### config.mk
export PLATFORM = sky130hd
export DESIGN_NAME = seletor_de_coordenadas_flat
export DESIGN_NICKNAME = d
export VERILOG_FILES = /design/src/rtl/seletor_de_coordenadas_pkg.sv /design/src/rtl/seletor_de_coordenadas_if.sv /design/src/rtl/seletor_de_coordenadas_debouncer_botao.sv /design/src/rtl/seletor_de_coordenadas.sv /design/src/flat_wrapper.sv
export SDC_FILE = /design/constraint.sdc
export NUM_CORES = 1
export LEC_CHECK = 0
export CORE_MARGIN = 4
export CORE_UTILIZATION = 30
export DETAILED_ROUTE_END_ITERATION = 7
export MAX_ROUTING_LAYER = met4
export SETUP_SLACK_MARGIN = 0.05
export SLEW_MARGIN = 20
export SYNTH_ARGS = -nofsm -noshare
export SYNTH_HDL_FRONTEND = slang
export SYNTH_SLANG_ARGS = --single-unit
export TNS_END_PERCENT = 20
### constraint.sdc
create_clock -name clock -period 1.62 [get_ports clock]
set_clock_uncertainty 0.15 [all_clocks]
set_input_delay 0.324 -clock clock [delete_from_list [all_inputs] [get_ports clock]]
set_output_delay 0.324 -clock clock [all_outputs]
set_load 0.1 [all_outputs]
### src/rtl/seletor_de_coordenadas_pkg.sv
`default_nettype none
// ============================================================================
// Module : seletor_de_coordenadas_pkg
// Brief  : Board geometry, cursor FSM encodings and wrap-around helper.
// Rev    : 1.0
// ============================================================================
package seletor_de_coordenadas_pkg;

    localparam int N_COLUNAS = 5;
    localparam int N_LINHAS  = 7;

    typedef enum logic [1:0] {
        OCIOSO      = 2'd0,
        CONFIRMANDO = 2'd1,
        BLOQUEADO   = 2'd2
    } estado_t;

    function automatic logic [2:0] incrementa_wrap(input logic [2:0] v, input logic [2:0] max);
        return (v == max) ? 3'd0 : v + 3'd1;
    endfunction

endpackage
`default_nettype wire

### src/rtl/seletor_de_coordenadas_if.sv
`default_nettype none
// ============================================================================
// Module : seletor_de_coordenadas_if
// Brief  : Buttons/enable in, cursor coordinates and confirm pulse out.
// Rev    : 1.0
// ============================================================================
interface seletor_de_coordenadas_if;

    logic       enable;
    logic       btn_coluna;
    logic       btn_linha;
    logic       btn_confirmar;
    logic [2:0] coordColuna;
    logic [2:0] coordLinha;
    logic       confirmar;
    logic       cursor_pisca;

    modport master (
        output enable, btn_coluna, btn_linha, btn_confirmar,
        input  coordColuna, coordLinha, confirmar, cursor_pisca
    );

    modport slave (
        input  enable, btn_coluna, btn_linha, btn_confirmar,
        output coordColuna, coordLinha, confirmar, cursor_pisca
    );

endinterface
`default_nettype wire

### src/rtl/seletor_de_coordenadas_debouncer_botao.sv
`default_nettype none
// ============================================================================
// Module : debouncer_botao
// Brief  : Synchronises an active-low button, debounces it, flags new presses.
// Rev    : 1.0
// ============================================================================
module debouncer_botao #(
    parameter int DEBOUNCE_CICLOS = 4
) (
    input  wire logic clock,
    input  wire logic reset,
    input  wire logic raw_n,
    output logic      nivel,
    output logic      pressionou
);

    localparam int              CW         = (DEBOUNCE_CICLOS > 1) ? $clog2(DEBOUNCE_CICLOS) : 1;
    localparam logic [CW-1:0]   c_CONT_MAX = CW'(DEBOUNCE_CICLOS - 1);

    logic          r_sinc1;
    logic          r_sinc2;
    logic          r_nivel;
    logic [CW-1:0] r_cnt;
    logic          w_vira;

    // The accepted level flips on the sample that completes the run.
    assign w_vira = (r_sinc2 != r_nivel) && (r_cnt == c_CONT_MAX);

    always_ff @(posedge clock or negedge reset) begin
        if (!reset) begin
            r_sinc1 <= 1'b0;
            r_sinc2 <= 1'b0;
            r_nivel <= 1'b0;
            r_cnt   <= '0;
        end else begin
            r_sinc1 <= ~raw_n;
            r_sinc2 <= r_sinc1;
            if (r_sinc2 == r_nivel) begin
                r_cnt <= '0;
            end else if (w_vira) begin
                r_nivel <= r_sinc2;
                r_cnt   <= '0;
            end else begin
                r_cnt <= r_cnt + CW'(1);
            end
        end
    end

    assign nivel      = r_nivel;
    assign pressionou = w_vira & r_sinc2;

endmodule
`default_nettype wire

### src/rtl/seletor_de_coordenadas.sv
`default_nettype none
// ============================================================================
// Module : seletor_de_coordenadas
// Brief  : Button-driven board cursor with wrap-around, confirm pulse and blink.
// Rev    : 1.0
// ============================================================================
module seletor_de_coordenadas
    import seletor_de_coordenadas_pkg::*;
#(
    parameter int DEBOUNCE_CICLOS = 4,
    parameter int CONFIRMA_CICLOS = 2,
    parameter int PISCA_CICLOS    = 8
) (
    input  wire logic               clock,
    input  wire logic               reset,
    seletor_de_coordenadas_if.slave bus
);

    localparam int             CCW         = (CONFIRMA_CICLOS > 1) ? $clog2(CONFIRMA_CICLOS) : 1;
    localparam int             PW          = (PISCA_CICLOS > 1) ? $clog2(PISCA_CICLOS) : 1;
    localparam logic [CCW-1:0] c_CONF_MAX  = CCW'(CONFIRMA_CICLOS - 1);
    localparam logic [PW-1:0]  c_PISCA_MAX = PW'(PISCA_CICLOS - 1);
    localparam logic [2:0]     c_COL_MAX   = 3'(N_COLUNAS - 1);
    localparam logic [2:0]     c_LIN_MAX   = 3'(N_LINHAS - 1);

    logic w_p_col, w_p_lin, w_p_conf, w_nivel_conf;

    debouncer_botao #(.DEBOUNCE_CICLOS(DEBOUNCE_CICLOS)) u_db_coluna (
        .clock(clock), .reset(reset), .raw_n(bus.btn_coluna),
        .nivel(), .pressionou(w_p_col)
    );
    debouncer_botao #(.DEBOUNCE_CICLOS(DEBOUNCE_CICLOS)) u_db_linha (
        .clock(clock), .reset(reset), .raw_n(bus.btn_linha),
        .nivel(), .pressionou(w_p_lin)
    );
    debouncer_botao #(.DEBOUNCE_CICLOS(DEBOUNCE_CICLOS)) u_db_confirmar (
        .clock(clock), .reset(reset), .raw_n(bus.btn_confirmar),
        .nivel(w_nivel_conf), .pressionou(w_p_conf)
    );

    estado_t        r_estado, w_estado;
    logic [2:0]     r_col, w_col;
    logic [2:0]     r_lin, w_lin;
    logic           r_conf, w_conf;
    logic [CCW-1:0] r_cnt_conf, w_cnt_conf;
    logic [PW-1:0]  r_cnt_pisca;
    logic           r_pisca;

    always_ff @(posedge clock or negedge reset) begin
        if (!reset) begin
            r_estado   <= OCIOSO;
            r_col      <= 3'd0;
            r_lin      <= 3'd0;
            r_conf     <= 1'b0;
            r_cnt_conf <= '0;
        end else begin
            r_estado   <= w_estado;
            r_col      <= w_col;
            r_lin      <= w_lin;
            r_conf     <= w_conf;
            r_cnt_conf <= w_cnt_conf;
        end
    end

    always_comb begin
        w_estado   = r_estado;
        w_col      = r_col;
        w_lin      = r_lin;
        w_conf     = 1'b0;
        w_cnt_conf = r_cnt_conf;
        if (!bus.enable) begin
            w_estado   = OCIOSO;
            w_col      = 3'd0;
            w_lin      = 3'd0;
            w_cnt_conf = '0;
        end else begin
            case (r_estado)
                OCIOSO: begin
                    // A confirm press takes priority and drops same-cycle increments.
                    if (w_p_conf) begin
                        w_estado   = CONFIRMANDO;
                        w_conf     = 1'b1;
                        w_cnt_conf = '0;
                    end else begin
                        if (w_p_col) w_col = incrementa_wrap(r_col, c_COL_MAX);
                        if (w_p_lin) w_lin = incrementa_wrap(r_lin, c_LIN_MAX);
                    end
                end
                CONFIRMANDO: begin
                    if (r_cnt_conf == c_CONF_MAX) begin
                        w_estado   = BLOQUEADO;
                        w_cnt_conf = '0;
                    end else begin
                        w_conf     = 1'b1;
                        w_cnt_conf = r_cnt_conf + CCW'(1);
                    end
                end
                BLOQUEADO: begin
                    if (!w_nivel_conf) w_estado = OCIOSO;
                end
                default: w_estado = OCIOSO;
            endcase
        end
    end

    always_ff @(posedge clock or negedge reset) begin
        if (!reset) begin
            r_cnt_pisca <= '0;
            r_pisca     <= 1'b0;
        end else if (!bus.enable) begin
            r_cnt_pisca <= '0;
            r_pisca     <= 1'b0;
        end else if (r_cnt_pisca == c_PISCA_MAX) begin
            r_cnt_pisca <= '0;
            r_pisca     <= ~r_pisca;
        end else begin
            r_cnt_pisca <= r_cnt_pisca + PW'(1);
        end
    end

    assign bus.coordColuna  = r_col;
    assign bus.coordLinha   = r_lin;
    assign bus.confirmar    = r_conf;
    assign bus.cursor_pisca = r_pisca;

endmodule
`default_nettype wire

### src/flat_wrapper.sv
// flat-port wrapper written by rule: the top's interface ports become plain ports
module seletor_de_coordenadas_flat import seletor_de_coordenadas_pkg::*;
#(
    parameter int DEBOUNCE_CICLOS = 4,
    parameter int CONFIRMA_CICLOS = 2,
    parameter int PISCA_CICLOS    = 8
)
  (clock, reset, bus_enable, bus_btn_coluna, bus_btn_linha, bus_btn_confirmar, bus_coordColuna, bus_coordLinha, bus_confirmar, bus_cursor_pisca);
  seletor_de_coordenadas_if bus_i ();
  input  wire logic clock;
  input  wire logic reset;
  input wire logic [$bits(bus_i.enable)-1:0] bus_enable;
  input wire logic [$bits(bus_i.btn_coluna)-1:0] bus_btn_coluna;
  input wire logic [$bits(bus_i.btn_linha)-1:0] bus_btn_linha;
  input wire logic [$bits(bus_i.btn_confirmar)-1:0] bus_btn_confirmar;
  output wire logic [$bits(bus_i.coordColuna)-1:0] bus_coordColuna;
  output wire logic [$bits(bus_i.coordLinha)-1:0] bus_coordLinha;
  output wire logic [$bits(bus_i.confirmar)-1:0] bus_confirmar;
  output wire logic [$bits(bus_i.cursor_pisca)-1:0] bus_cursor_pisca;
  assign bus_i.enable = bus_enable;
  assign bus_i.btn_coluna = bus_btn_coluna;
  assign bus_i.btn_linha = bus_btn_linha;
  assign bus_i.btn_confirmar = bus_btn_confirmar;
  assign bus_coordColuna = bus_i.coordColuna;
  assign bus_coordLinha = bus_i.coordLinha;
  assign bus_confirmar = bus_i.confirmar;
  assign bus_cursor_pisca = bus_i.cursor_pisca;
  seletor_de_coordenadas #(.DEBOUNCE_CICLOS(DEBOUNCE_CICLOS), .CONFIRMA_CICLOS(CONFIRMA_CICLOS), .PISCA_CICLOS(PISCA_CICLOS)) u_core (.clock(clock), .reset(reset), .bus(bus_i));
endmodule
==> metrics, run 1 <==
clk buf depth=2; largest net degree at the start of global routing=30; critical path type=flop to flop; total vias in the final route=787; Clock Sinks=29; Max Cap Viol=0; total power per unit cell area=1235 nW/µm²; vias in the first global route=839; WL final=2.030 mm; slowest stage delay, CP=390 ps; number of flops mapped to enable cells by yosys=0; CP endpoint kind=flop; nets=132; Fmax=0.6637 GHz; final hold violation count=0; Net Switching=0.5388 mW; Placer Congestion=0.7327; Area Overhead vs Synth=35.81%; Crit path depth=5; run status=completed; vias per cell=4.629; gr usage total=0.09464; Port Buf Inserts=13; critical-path maximum fanout=6; H-tree levels=2; first-pass GRT wire length=3.594 mm; async set-reset flop share out of synthesis=1.000; Congestion Overflow GR=0; drt drc=0; clk_lat worst skew=280 ps; slowest cell on the critical path=dfrtp_1; count leader, synth=dfrtp_1; ANT nets after route=0; Yosys cell types=33; Die H=72.49 µm; Post-Synthesis Cells=98; RSZ-0062 raised after global routing=yes; Mean Syn Cell Area=12.73 µm²; internal power=1.553 mW; synthesized net count=111; register share of total power=0.449; Net Sw Frac=0.2576; leading area contributor after synthesis=dfrtp_1; Yosys top cell area share=0.5817; leak pwr=0.7431 nW; clock group share of total power=0.363; number of setup buffers added after CTS=0; drt pass-1 iters=4; # rows=23; initial core utilization=0.3119; crit-path cells=ha_2 > nand3b_4 > nand4_4 > a211o_1 > a21boi_2; DRT iter0 DRCs=28; Ant. Diodes=0; Yosys reg bits=29; worst reg2reg setup slack=110 ps; Hold Path Depth=0; final std cells w/o fill=170; Syn Std Cell Area=1247 µm²; pre-CTS setup slack=65.89 ps; relative slew slack=0.8263; Num CTS Buffers=5; detailed placement HPWL=1.543 mm; synth top area cells=dfrtp_1 (58%), ha_1 (7.0%), mux2_1 (2.7%); WP data required=1670 ps; Die ar.=5254 µm²; share of cells above drive strength 1=0.2500; Register-to-Register Path Depth=5; Min-Delay Path Class=flop to flop; clock root buffer=clkbuf_8; initial antenna violation count=0; # setup viols final=0; Main synth FF type=dfrtp_1; Tmin final=1507 ps; Combinational Power Share=0.188; startpoint types=flop; CTS tree=done; DR WL/cell=11.94 µm; final period utilization=0.9301; final worst setup slack=113.2 ps; Boundary Pins=14; sequential share of the synthesized area=0.5817; delay-heaviest family, CP=compound AO/OA/AOI/OAI gates; most instantiated cells after synthesis=dfrtp_1 (29), ha_1 (7), nand2_1 (7); slew at the pin closest to its max-slew limit=257.2 ps; Final Slew Violations=0; Buf/Inv on CP=0; Inst Count DP=162; Worst VDD drop=0.6349 mV; Fin Setup TNS=0 ps; Yosys warning count=0; clock slew at reported path FFs=60 ps; Die W=72.49 µm; crit path DAT=1560 ps; total core area=4000 µm²
[cell type report]
cell class | instances | area [µm²]
clock inverter | 1 | 30.03
timing repair buffer | 16 | 245.2
clock buffer | 7 | 86.33
multi-input combinational | 61 | 518.0
sequential | 29 | 729.5
tap | 50 | 62.56
inverter | 6 | 22.52
fill | 364 | 2306
[state kept, by name, indices dropped and copies added (netlist names), 2 cells and up]
register,cells
u_core.bus.coordColuna,3
u_core.bus.coordLinha,3
u_core.r_cnt_pisca,3
u_core.r_estado,2
u_core.u_db_coluna.r_cnt,2
u_core.u_db_confirmar.r_cnt,2
u_core.u_db_linha.r_cnt,2
[layout by cell type (no fill, tap or decap), drive strengths merged, types with 4 or more instances in the layout]
cell type | Yosys | final
dfrtp | 29 | 29
buf | 1 | 11
nand2 | 7 | 7
clkbuf | 1 | 7
ha | 7 | 7
inv | 6 | 6
and2 | 5 | 5
clkdlybuf4s50 | 0 | 5
nor3b | 4 | 4
mux2 | 4 | 4
o21ai | 4 | 4
[metrics by stage]
stage | area, µm² | utilization | hold slack, ps | total power [mW]
2_1_floorplan | 1251 | - | -121.6 | 1.206
3_3_place_gp | 1550 | 0.3876 | 184.1 | 1.309
3_5_place_dp | 1550 | 0.3876 | 185.6 | 1.340
4_1_cts | 1669 | 0.4173 | 193.9 | 2.116
5_1_grt | 1694 | 0.4235 | 206.5 | 2.212
6_report | 1694 | 0.4235 | 188.1 | 2.092
[metal layers]
| metal | vias to the layer above | track usage | wire length [µm] |
|---|---|---|---|
| li1 | 386 | - | - |
| met1 | 382 | 0.09649 | 823 |
| met2 | 13 | 0.1537 | 1068 |
| met3 | 6 | 0.03740 | 83 |
| met4 | 0 | 0.05533 | 53 |
| met5 | - | - | 0 |
[power groups by stage]
stage          sequential [mW]  combinational, mW  clock [mW]
6_report                 0.939              0.393       0.759
5_1_grt                  0.958              0.437       0.817
4_1_cts                  0.933              0.396       0.786
3_5_place_dp             0.946              0.394           0
3_3_place_gp             0.933              0.375           0
2_1_floorplan            0.968              0.239           0
[worst paths after layout]
kind	startpoint	endpoint
min in group asynchronous	reset	u_core.bus.coordColuna[2]$_DFFE_PN0P_
worst min-delay path	u_core.u_db_coluna.r_sinc1$_DFF_PN0_	u_core.u_db_coluna.r_sinc2$_DFF_PN0_
max in group asynchronous	reset	u_core.bus.coordLinha[1]$_DFFE_PN0P_
worst max register to register	u_core.u_db_confirmar.r_cnt[0]$_DFF_PN0_	u_core.bus.coordColuna[0]$_DFFE_PN0P_
worst min register to register	u_core.u_db_coluna.r_sinc1$_DFF_PN0_	u_core.u_db_coluna.r_sinc2$_DFF_PN0_
worst max-delay path	u_core.u_db_confirmar.r_cnt[0]$_DFF_PN0_	u_core.bus.coordColuna[0]$_DFFE_PN0P_
[cells by family after synthesis]
group / after synthesis / share of synthesized area
xor gates and xnor gates: 4 / 0.02809
buffers and inverters: 8 / 0.02507
and+or+nand+nor: 32 / 0.1785
DFF: 29 / 0.5817
adders and majority gates: 7 / 0.07021
AOI/OAI and AO/OA: 14 / 0.08024
muxes: 4 / 0.03611
[timing repair]
action / 4_1_cts / 5_1_grt
hold buffers: 0 / 0
gates resized for setup: 1 / 4
setup endpoints to repair: 1 / 3
pin swaps: 0 / 2
(Power assumes the default switching activity.)
==> run 2: changes to the inputs <==
- CAP_MARGIN: not set -> 30
- SETUP_SLACK_MARGIN: 0.05 -> 0.15
- clock period: 1.62 -> 1.9 ns (I/O delays scaled with it)
==> metrics, run 2 (synthesis gave the netlist of run 1 again) <==
critical path type=flop to flop (unchanged); total power=1.610 mW (was 2.092 mW); number of setup buffers added after CTS=0 (unchanged); total core area=4000 µm² (unchanged); detailed placement HPWL=1.475 mm (was 1.543 mm); met1 wire length=827 µm (was 823 µm); WL final=1.954 mm (was 2.030 mm); largest net degree at the start of global routing=30 (unchanged); final hold violation count=0 (unchanged); Min-Delay Path Class=flop to flop (unchanged); clk buf depth=2 (unchanged); WP data required=1950 ps (was 1670 ps); Num CTS Buffers=5 (unchanged); initial antenna violation count=0 (unchanged); clock group share of total power=0.310 (was 0.363); Fmax=0.6452 GHz (was 0.6637 GHz); ANT nets after route=0 (unchanged); drt drc=0 (unchanged); met3 WL=98 µm (was 83 µm); register share of total power=0.492 (was 0.449); run status=completed (unchanged); Max Cap Viol=0 (unchanged); # resized after CTS=0 (was 1); DR WL/cell=11.56 µm (was 11.94 µm); DR WL met2=1.007 mm (was 1.068 mm); minimum hold slack=199.1 ps (was 188.1 ps); first-pass GRT wire length=3.443 mm (was 3.594 mm); RSZ-0062 raised after global routing=no (was yes); Hold Path Depth=0 (unchanged); Final Slew Violations=0 (unchanged); RR Endpoint=u_core.bus.coordColuna[0]$_DFFE_PN0P_ (unchanged); # rows=23 (unchanged); final period utilization=0.8157 (was 0.9301); Ant. Diodes=0 (unchanged); Die H=72.49 µm (unchanged); commonest cells after routing, fill and taps aside=dfrtp_1 (27), buf_12 (8), nand2_1 (7), ha_1 (7) (was dfrtp_1 (26), buf_12 (9), nand2_1 (7)); startpoint types=flop (unchanged); total vias in the final route=765 (was 787); DRT iter0 DRCs=21 (was 28); Net Switching=0.4294 mW (was 0.5388 mW); initial core utilization=0.3119 (unchanged); Register-to-Register Path Depth=5 (unchanged); clock root buffer=clkbuf_8 (unchanged); most common cell after layout, fill and taps aside=dfrtp_1 (unchanged); WHS Endpoint=u_core.u_db_coluna.r_sinc2$_DFF_PN0_ (unchanged); vias per cell=4.527 (was 4.629); Combinational Power Share=0.198 (was 0.188); post-layout util=0.4048 (was 0.4235); slew at the pin closest to its max-slew limit=358.5 ps (was 257.2 ps); clk_lat worst skew=280 ps (about the same); drt pass-1 iters=4 (unchanged); pre-CTS setup slack=203.1 ps (was 65.89 ps); leak pwr=0.7233 nW (was 0.7431 nW); Die W=72.49 µm (unchanged); Worst R2R Start=u_core.u_db_confirmar.r_cnt[0]$_DFF_PN0_ (unchanged); top routing layer in use=met4 (unchanged); Area Overhead vs Synth=29.79% (was 35.81%); relative slew slack=0.7610 (was 0.8263); Tmin final=1550 ps (was 1507 ps); Hold Crit Start=u_core.u_db_coluna.r_sinc1$_DFF_PN0_ (unchanged); CP endpoint kind=flop (unchanged); Worst Setup SP=u_core.u_db_confirmar.r_cnt[0]$_DFF_PN0_ (unchanged); Clock Sinks=29 (unchanged); Worst VDD drop=0.4559 mV (was 0.6349 mV); crit path DAT=1600 ps (was 1560 ps); Boundary Pins=14 (unchanged); Die ar.=5254 µm² (unchanged); Fin Setup TNS=0 ps (unchanged); nets=131 (was 132); Congestion Overflow GR=0 (unchanged); internal power=1.180 mW (was 1.553 mW); critical-path maximum fanout=6 (unchanged); H-tree levels=2 (unchanged); CTS tree=done (unchanged); Placer Congestion=0.7330 (was 0.7327); final worst setup slack=350.2 ps (was 113.2 ps); clock slew at reported path FFs=60 ps (about the same); Net Sw Frac=0.2668 (was 0.2576); # setup viols final=0 (unchanged); vias in the first global route=755 (was 839); fillers=381 (was 364); gr usage total=0.09020 (was 0.09464); worst reg2reg setup slack=350 ps (was 110 ps); Port Buf Inserts=13 (unchanged); share of cells above drive strength 1=0.2017 (was 0.2500); cts hold-fix bufs=0 (unchanged); total power per unit cell area=994.1 nW/µm² (was 1235 nW/µm²)
run 2: worst max path at each step:
stage | end | slack, ps | depth (start not counted)
floorplan | u_core.bus.coordLinha[2]$_DFFE_PN0P_ | 200 | 2
global placement | u_core.bus.coordColuna[2]$_DFFE_PN0P_ | 280 | 4
detailed placement | u_core.bus.coordColuna[2]$_DFFE_PN0P_ | 200 | 4
CTS | u_core.bus.coordColuna[0]$_DFFE_PN0P_ | 330 | 5
global route | u_core.bus.coordColuna[0]$_DFFE_PN0P_ | 230 | 5
finish | u_core.bus.coordColuna[0]$_DFFE_PN0P_ | 350 | 5
run 2: layer usage:
| layer | vias to the layer above | global-route usage |
|---|---|---|
| met3 | 3 | 0.04986 |
| met1 | 373 | 0.1037 |
| met5 | - | - |
| met2 | 10 | 0.1365 |
| met4 | 0 | 0.02459 |
| li1 | 379 | - |
run 2: worst max-delay path, cell delays in order (launching register included):
cell	delay (ps)
dfrtp_1	380
ha_1	260
nand3b_4	130
nand4_4	130
a211o_1	300
a21boi_2	120
run 2: power groups by stage:
stage / Sequential [mW] / Clock, mW / Combinational (mW)
floorplan: 0.825 / 0 / 0.204
global placement: 0.796 / 0 / 0.310
detailed placement: 0.806 / 0 / 0.325
CTS: 0.795 / 0.519 / 0.327
global route: 0.807 / 0.566 / 0.360
finish: 0.792 / 0.499 / 0.318
run 2: cell type report:
class	count	area, µm²	share of cell area
Multi-Input combinational cell	61	490.5	0.3029
Clock buffer	8	90.09	0.05564
Tap cell	50	62.56	0.03864
Timing Repair Buffer	15	225.2	0.1391
Inverter	6	22.52	0.01391
Sequential cell	29	728.2	0.4498
run 2: through the flow:
stage / cells / cell area [µm²]
6_report: 169 / 1619
2_1_floorplan: 98 / 1250
5_1_grt: 169 / 1619
4_1_cts: 169 / 1619
3_3_place_gp: 161 / 1529
3_5_place_dp: 161 / 1529
==> variant 1 (config.mk and constraints of run 1) <==
Reset style: synchronous (`reset`), changed in 3 clocked blocks.
--- a/src/rtl/seletor_de_coordenadas_debouncer_botao.sv
+++ b/src/rtl/seletor_de_coordenadas_debouncer_botao.sv
@@ -27,5 +27,5 @@
     assign w_vira = (r_sinc2 != r_nivel) && (r_cnt == c_CONT_MAX);
 
-    always_ff @(posedge clock or negedge reset) begin
+    always_ff @(posedge clock) begin
         if (!reset) begin
             r_sinc1 <= 1'b0;
--- a/src/rtl/seletor_de_coordenadas.sv
+++ b/src/rtl/seletor_de_coordenadas.sv
@@ -47,5 +47,5 @@
     logic           r_pisca;
 
-    always_ff @(posedge clock or negedge reset) begin
+    always_ff @(posedge clock) begin
         if (!reset) begin
             r_estado   <= OCIOSO;
@@ -104,5 +104,5 @@
     end
 
-    always_ff @(posedge clock or negedge reset) begin
+    always_ff @(posedge clock) begin
         if (!reset) begin
             r_cnt_pisca <= '0;
Function: differs if reset is asserted again (counterexample within 10 cycles, from zero or initial values and one cycle with reset low); with reset held inactive, the same outputs for 10 cycles.
==> variant 1 against run 1 <==
  * The run now ends with negative setup slack left
  * Routed wire length down 0.20%
  * Sequential cell count unchanged
  * Setup slack worse by 0.12 ns
  * Cell area down 6.9%
  * Synthesized area down 8.0%
  * Critical path depth unchanged
  * Sequential share of layout area down 5.9 points
  * Critical path type unchanged
  * Highest routed layer unchanged
Power is not compared: it rests on default switching activity, and its combinational part moved more than twofold at a synthesized area within 25%.
==> variant 1: results (changes against run 1) <==
[cts]
h-tree-depth = 2  ; unchanged
cts_root_buf = clkbuf_8  ; unchanged
path_clk_slew_ns = 0.05
clock_latency_ns = 0.27
cts_made_buffers = 5  ; unchanged
clock_path_buffers = 2  ; unchanged

[placement]
dp_cells = 168  ; was 162
place_ws_ns = -0.0208  ; was 0.0659 ns
place.port_buffers = 13  ; unchanged
hpwlAfterDp_um = 1510  ; was 1540 um
post_dp_cell_area_sq_um = 1460  ; was 1550 sq um
routabilityCongestion = 0.680  ; was 0.733

[finish]
antennaDiodeCount = 0  ; unchanged
n_fill_cell = 373  ; was 364
drive_gt1_share_pct = 32.0  ; was 25.0%
nets = 142  ; was 132

[pwr]
ir_worst_vdd_v = 0.000428
powerDensity_nw_per_um2 = 822
p_leak_nw = 0.610
power_frac_seq_pct = 56.4
swShare_pct = 20.0
comb-power_uw = 49.4

[drt]
wl_um = 2030  ; about the same
vias_per_cell = 4.61  ; was 4.63
dr.pass1.iters = 4  ; unchanged
drt_iter0_drc = 16  ; was 28
routedWlPerCell_um = 11.5  ; was 11.9 um

[setup_path]
cp.arrival_ns = 1.67  ; was 1.56 ns
cp_max_fo = 4  ; was 6

[timing]
tns_ns = -0.00635  ; was 0 ns
worstMarginPinSlew_ns = 0.290  ; was 0.257 ns
fin_ws_ns = -0.00635  ; was 0.113 ns
finalSetupViolCount = 1  ; was 0

[yosys]
ys_seq_area_share_pct = 50.6  ; was 58.2%
syn_avg_cell_area_sq_um = 11.0  ; was 12.7 sq um
synth_cell_types = 31  ; was 33
syn_nets = 117  ; was 111
yosys-top-cells-area = dfxtp_1 (51%), ha_1 (7.6%), nor2b_1 (3.8%)  ; was dfrtp_1 (58%), ha_1 (7.0%), mux2_1 (2.7%)
synth_commonest_cells = dfxtp_1 (29), ha_1 (7), nor2_1 (7), nor2b_1 (7), a21oi_1 (6)  ; was dfrtp_1 (29), ha_1 (7), nand2_1 (7)
synth-async-reset-ratio_pct = 0  ; was 100%
yosysWarnings = 0  ; unchanged

[run_status]
status = finished with violations  ; was finished, final reports clean
violations = negative setup slack

[global_routing]
grt_pass1_wl_um = 3660  ; was 3590 um
track_usage_pct = 9.68  ; was 9.46%
grt_pass1_vias = 868  ; was 839
antenna_found_initial = 0  ; unchanged
grt_max_degree = 15  ; was 30

[worst_hold_path]
hold_path_class = flip-flop to flip-flop  ; unchanged

[variant 1: cell types whose count changed after synthesis, moves of 4 or more]
| cell | run 1 | this run |
|---|---|---|
| mux2i_1 | 0 | 4 |
| nor2_1 | 2 | 7 |
| a21oi_1 | 1 | 6 |
| nor2b_1 | 2 | 7 |
| dfxtp_1 | 0 | 29 |
| dfrtp_1 | 29 | 0 |
[variant 1: worst paths after layout]
path                                      endpoint  depth (start not counted)                                  start  slack [ns]
min          u_core.u_db_linha.r_cnt[0]$_SDFF_PP0_                          1  u_core.u_db_linha.r_cnt[0]$_SDFF_PP0_        0.26
min reg2reg  u_core.u_db_linha.r_cnt[0]$_SDFF_PP0_                          1  u_core.u_db_linha.r_cnt[0]$_SDFF_PP0_        0.26
max reg2reg  u_core.bus.coordLinha[2]$_SDFFE_PP0P_                          5  u_core.u_db_linha.r_cnt[0]$_SDFF_PP0_      -0.006
max          u_core.bus.coordLinha[2]$_SDFFE_PP0P_                          5  u_core.u_db_linha.r_cnt[0]$_SDFF_PP0_      -0.006
[variant 1: cell families after synthesis]
| kind of cell | Yosys count | synth area share, % |
|---|---|---|
| and+or+nand+nor | 40 | 24.6 |
| DFF | 29 | 50.6 |
| AOI/OAI and AO/OA | 13 | 6.98 |
| adders and majority gates | 7 | 7.63 |
| buffers and inverters | 6 | 2.62 |
| muxes | 5 | 4.47 |
| xor gates and xnor gates | 4 | 3.05 |
[variant 1: stage by stage]
stage / utilization, % / hold WS [ns]
2_1_floorplan: - / 0.246
3_3_place_gp: 39.5 / 0.261
3_5_place_dp: 39.5 / 0.268
4_1_cts: 42.3 / 0.266
5_1_grt: 42.8 / 0.275
6_report: 42.8 / 0.262
[variant 1: cell type report]
type	count	area (sq um)	share of cell area, %
well taps	48	60.1	3.81
clock inverters	1	5.00	0.317
clock buffers	5	68.8	4.36
inverters	4	15.0	0.952
repair buffers	20	275	17.4
flip-flops and latches	29	587	37.2
multi-input cells	69	567	35.9
[variant 1: critical path, stage by stage (launching register included)]
cell,delay [ns]
dfxtp_2,0.33
ha_1,0.15
and3b_1,0.18
nand3_2,0.09
or4b_1,0.50
a21oi_2,0.15
[variant 1: routing by layer]
metal	share of wire, %	routed length [um]	vias up	GRT usage [%]
li1	-	-	409	-
met2	54	1090	13	16.3
met3	3.9	80	9	3.62
met5	0	0	-	-
met1	39	783	381	9.73
met4	3.4	68	0	5.11
[variant 1: timing repair]
action                                  in CTS  in global routing
gates resized for setup                      3                  6
endpoints found under the setup margin       3                  4
endpoints found under the hold margin        0                  0
pin swaps                                    1                  1
buffers inserted                             2                  0
cloned                                       0                  0
hold buffers                                 0                  0
==> variant 2 (flow settings as in run 1) <==
Made on the original files. `DEBOUNCE_CICLOS` is set to 4 in 3 places; all go to 8.
--- a/src/rtl/seletor_de_coordenadas_debouncer_botao.sv
+++ b/src/rtl/seletor_de_coordenadas_debouncer_botao.sv
@@ -6,5 +6,5 @@
 // ============================================================================
 module debouncer_botao #(
-    parameter int DEBOUNCE_CICLOS = 4
+    parameter int DEBOUNCE_CICLOS = 8
 ) (
     input  wire logic clock,
--- a/src/rtl/seletor_de_coordenadas.sv
+++ b/src/rtl/seletor_de_coordenadas.sv
@@ -8,5 +8,5 @@
     import seletor_de_coordenadas_pkg::*;
 #(
-    parameter int DEBOUNCE_CICLOS = 4,
+    parameter int DEBOUNCE_CICLOS = 8,
     parameter int CONFIRMA_CICLOS = 2,
     parameter int PISCA_CICLOS    = 8
--- a/src/flat_wrapper.sv
+++ b/src/flat_wrapper.sv
@@ -2,5 +2,5 @@
 module seletor_de_coordenadas_flat import seletor_de_coordenadas_pkg::*;
 #(
-    parameter int DEBOUNCE_CICLOS = 4,
+    parameter int DEBOUNCE_CICLOS = 8,
     parameter int CONFIRMA_CICLOS = 2,
     parameter int PISCA_CICLOS    = 8
Check against the original RTL: not equivalent (Yosys sat finds a counterexample within 10 cycles, from zero or initial values and one cycle with reset low).
==> variant 2 against run 1 <==
  * Synthesized area is 9.9% higher
  * Sequential cell count is 3 higher
  * Cell area increased by 9.1%
  * Non-clock buffer count rose by 2
  * First-iteration DRC count grew 21%
  * Power shrank 6.7%
  * Critical path type unchanged
  * Setup slack worse by 0.067 ns
  * Combinational power fell by 18%
  * Routed wire length is 11% higher
==> variant 2: results (changes against run 1) <==
[placement]
post_dp_cell_area_sq_um = 1690  ; was 1550 sq um
dp_cells = 175  ; was 162
routabilityCongestion = 0.685  ; was 0.733
place_ws_ns = -0.0936  ; was 0.0659 ns

[setup_path]
rr_endpoint = u_core.bus.coordLinha[2]$_DFFE_PN0P_  ; was u_core.bus.coordColuna[0]$_DFFE_PN0P_
rr_startpoint = u_core.u_db_linha.r_cnt[0]$_DFF_PN0_  ; was u_core.u_db_confirmar.r_cnt[0]$_DFF_PN0_
cpLargestDelayFamily = flip-flops  ; was compound AO/OA/AOI/OAI gates
slowest_delay_ns = 0.35  ; was 0.39 ns
r2r_cells = 6  ; was 5

[finish]
nets = 148  ; was 132
n_fill_cell = 411  ; was 364
drive_gt1_share_pct = 26.3  ; was 25.0%
fin_cells = 185  ; was 170

[pwr]
p_leak_nw = 0.846  ; was 0.743 nW
ir_worst_vdd_v = 0.000517  ; was 0.000635 V
swShare_pct = 25.1  ; was 25.8%

[global_routing]
grt_max_degree = 33  ; was 30
grt_pass1_vias = 931  ; was 839

[drt]
drt_iter0_drc = 34  ; was 28
wl_um = 2260  ; was 2030 um
dr.pass1.iters = 3  ; was 4

[worst_hold_path]
whs_endpoint = u_core.u_db_linha.r_sinc2$_DFF_PN0_  ; was u_core.u_db_coluna.r_sinc2$_DFF_PN0_
min_from = u_core.u_db_linha.r_sinc1$_DFF_PN0_  ; was u_core.u_db_coluna.r_sinc1$_DFF_PN0_

[yosys]
syn_avg_cell_area_sq_um = 12.6  ; was 12.7 sq um
ys_seq_area_share_pct = 58.4  ; was 58.2%
syn_nets = 125  ; was 111

[cts]
cts_resized = 10  ; was 1
cts_setup_buffers = 2  ; was 0

[timing]
fin_hold_ws_ns = 0.198  ; was 0.188 ns
worstMarginPinSlew_ns = 0.257  ; about the same

[run_status]
status = finished, final reports clean  ; unchanged

==> variant 2: cell count changes after synthesis, moves of 2 or more <==
cell and change:
o21ai_0 +3, nand2_1 -3, nand3_1 +3, o21ai_1 -2, mux2_1 -3, nor2b_1 +2
mux2_2 +2, and3_1 +2, dfrtp_1 +3, ha_1 +3
==> variant 2: cell type report <==
cell class	count	area [sq um]	share of cell area [%]
Multi-Input combinational cell	68	591	32.0
Tap cell	52	65.1	3.52
Clock buffer	8	90.1	4.87
Timing Repair Buffer	18	273	14.8
Inverter	7	26.3	1.42
Sequential cell	32	803	43.5
==> variant 2: worst register-to-register path, cell delays in order (launching register included) <==
cell,delay [ns]
dfrtp_1,0.35
ha_2,0.19
ha_4,0.12
and3b_2,0.20
nand3_4,0.10
o211ai_1,0.23
o41ai_2,0.11
==> variant 2: cells by family (layout without fill, tap and decap cells) <==
logic type | count (synthesis) | count (layout) | synth area share [%]
flip-flops | 32 | 32 | 58.4
multiplexers | 4 | 4 | 3.19
XOR/XNOR | 4 | 4 | 2.56
AND/OR/NAND/NOR | 37 | 37 | 17.6
buffers and inverters | 9 | 33 | 2.55
adder cells (fa/ha/maj) | 10 | 10 | 9.12
AO/OA/AOI/OAI | 13 | 13 | 6.57
==> variant 2: power groups by stage <==
stage	clock network, mW	logic (mW)	registers (mW)
floorplan	0	0.215	1.01
finish	0.607	0.324	1.02
global placement	0	0.293	1.02
CTS	0.630	0.334	1.02
detailed placement	0	0.315	1.03
global route	0.671	0.378	1.04
==> variant 2: metal layers <==
metal / global-route usage (%) / vias to the layer above / routed length [um]
met2: 15.9 / 14 / 1100
met3: 5.41 / 0 / 116
met5: - / - / 0
li1: - / 420 / -
met4: 2.91 / 0 / 0
met1: 11.5 / 436 / 1050
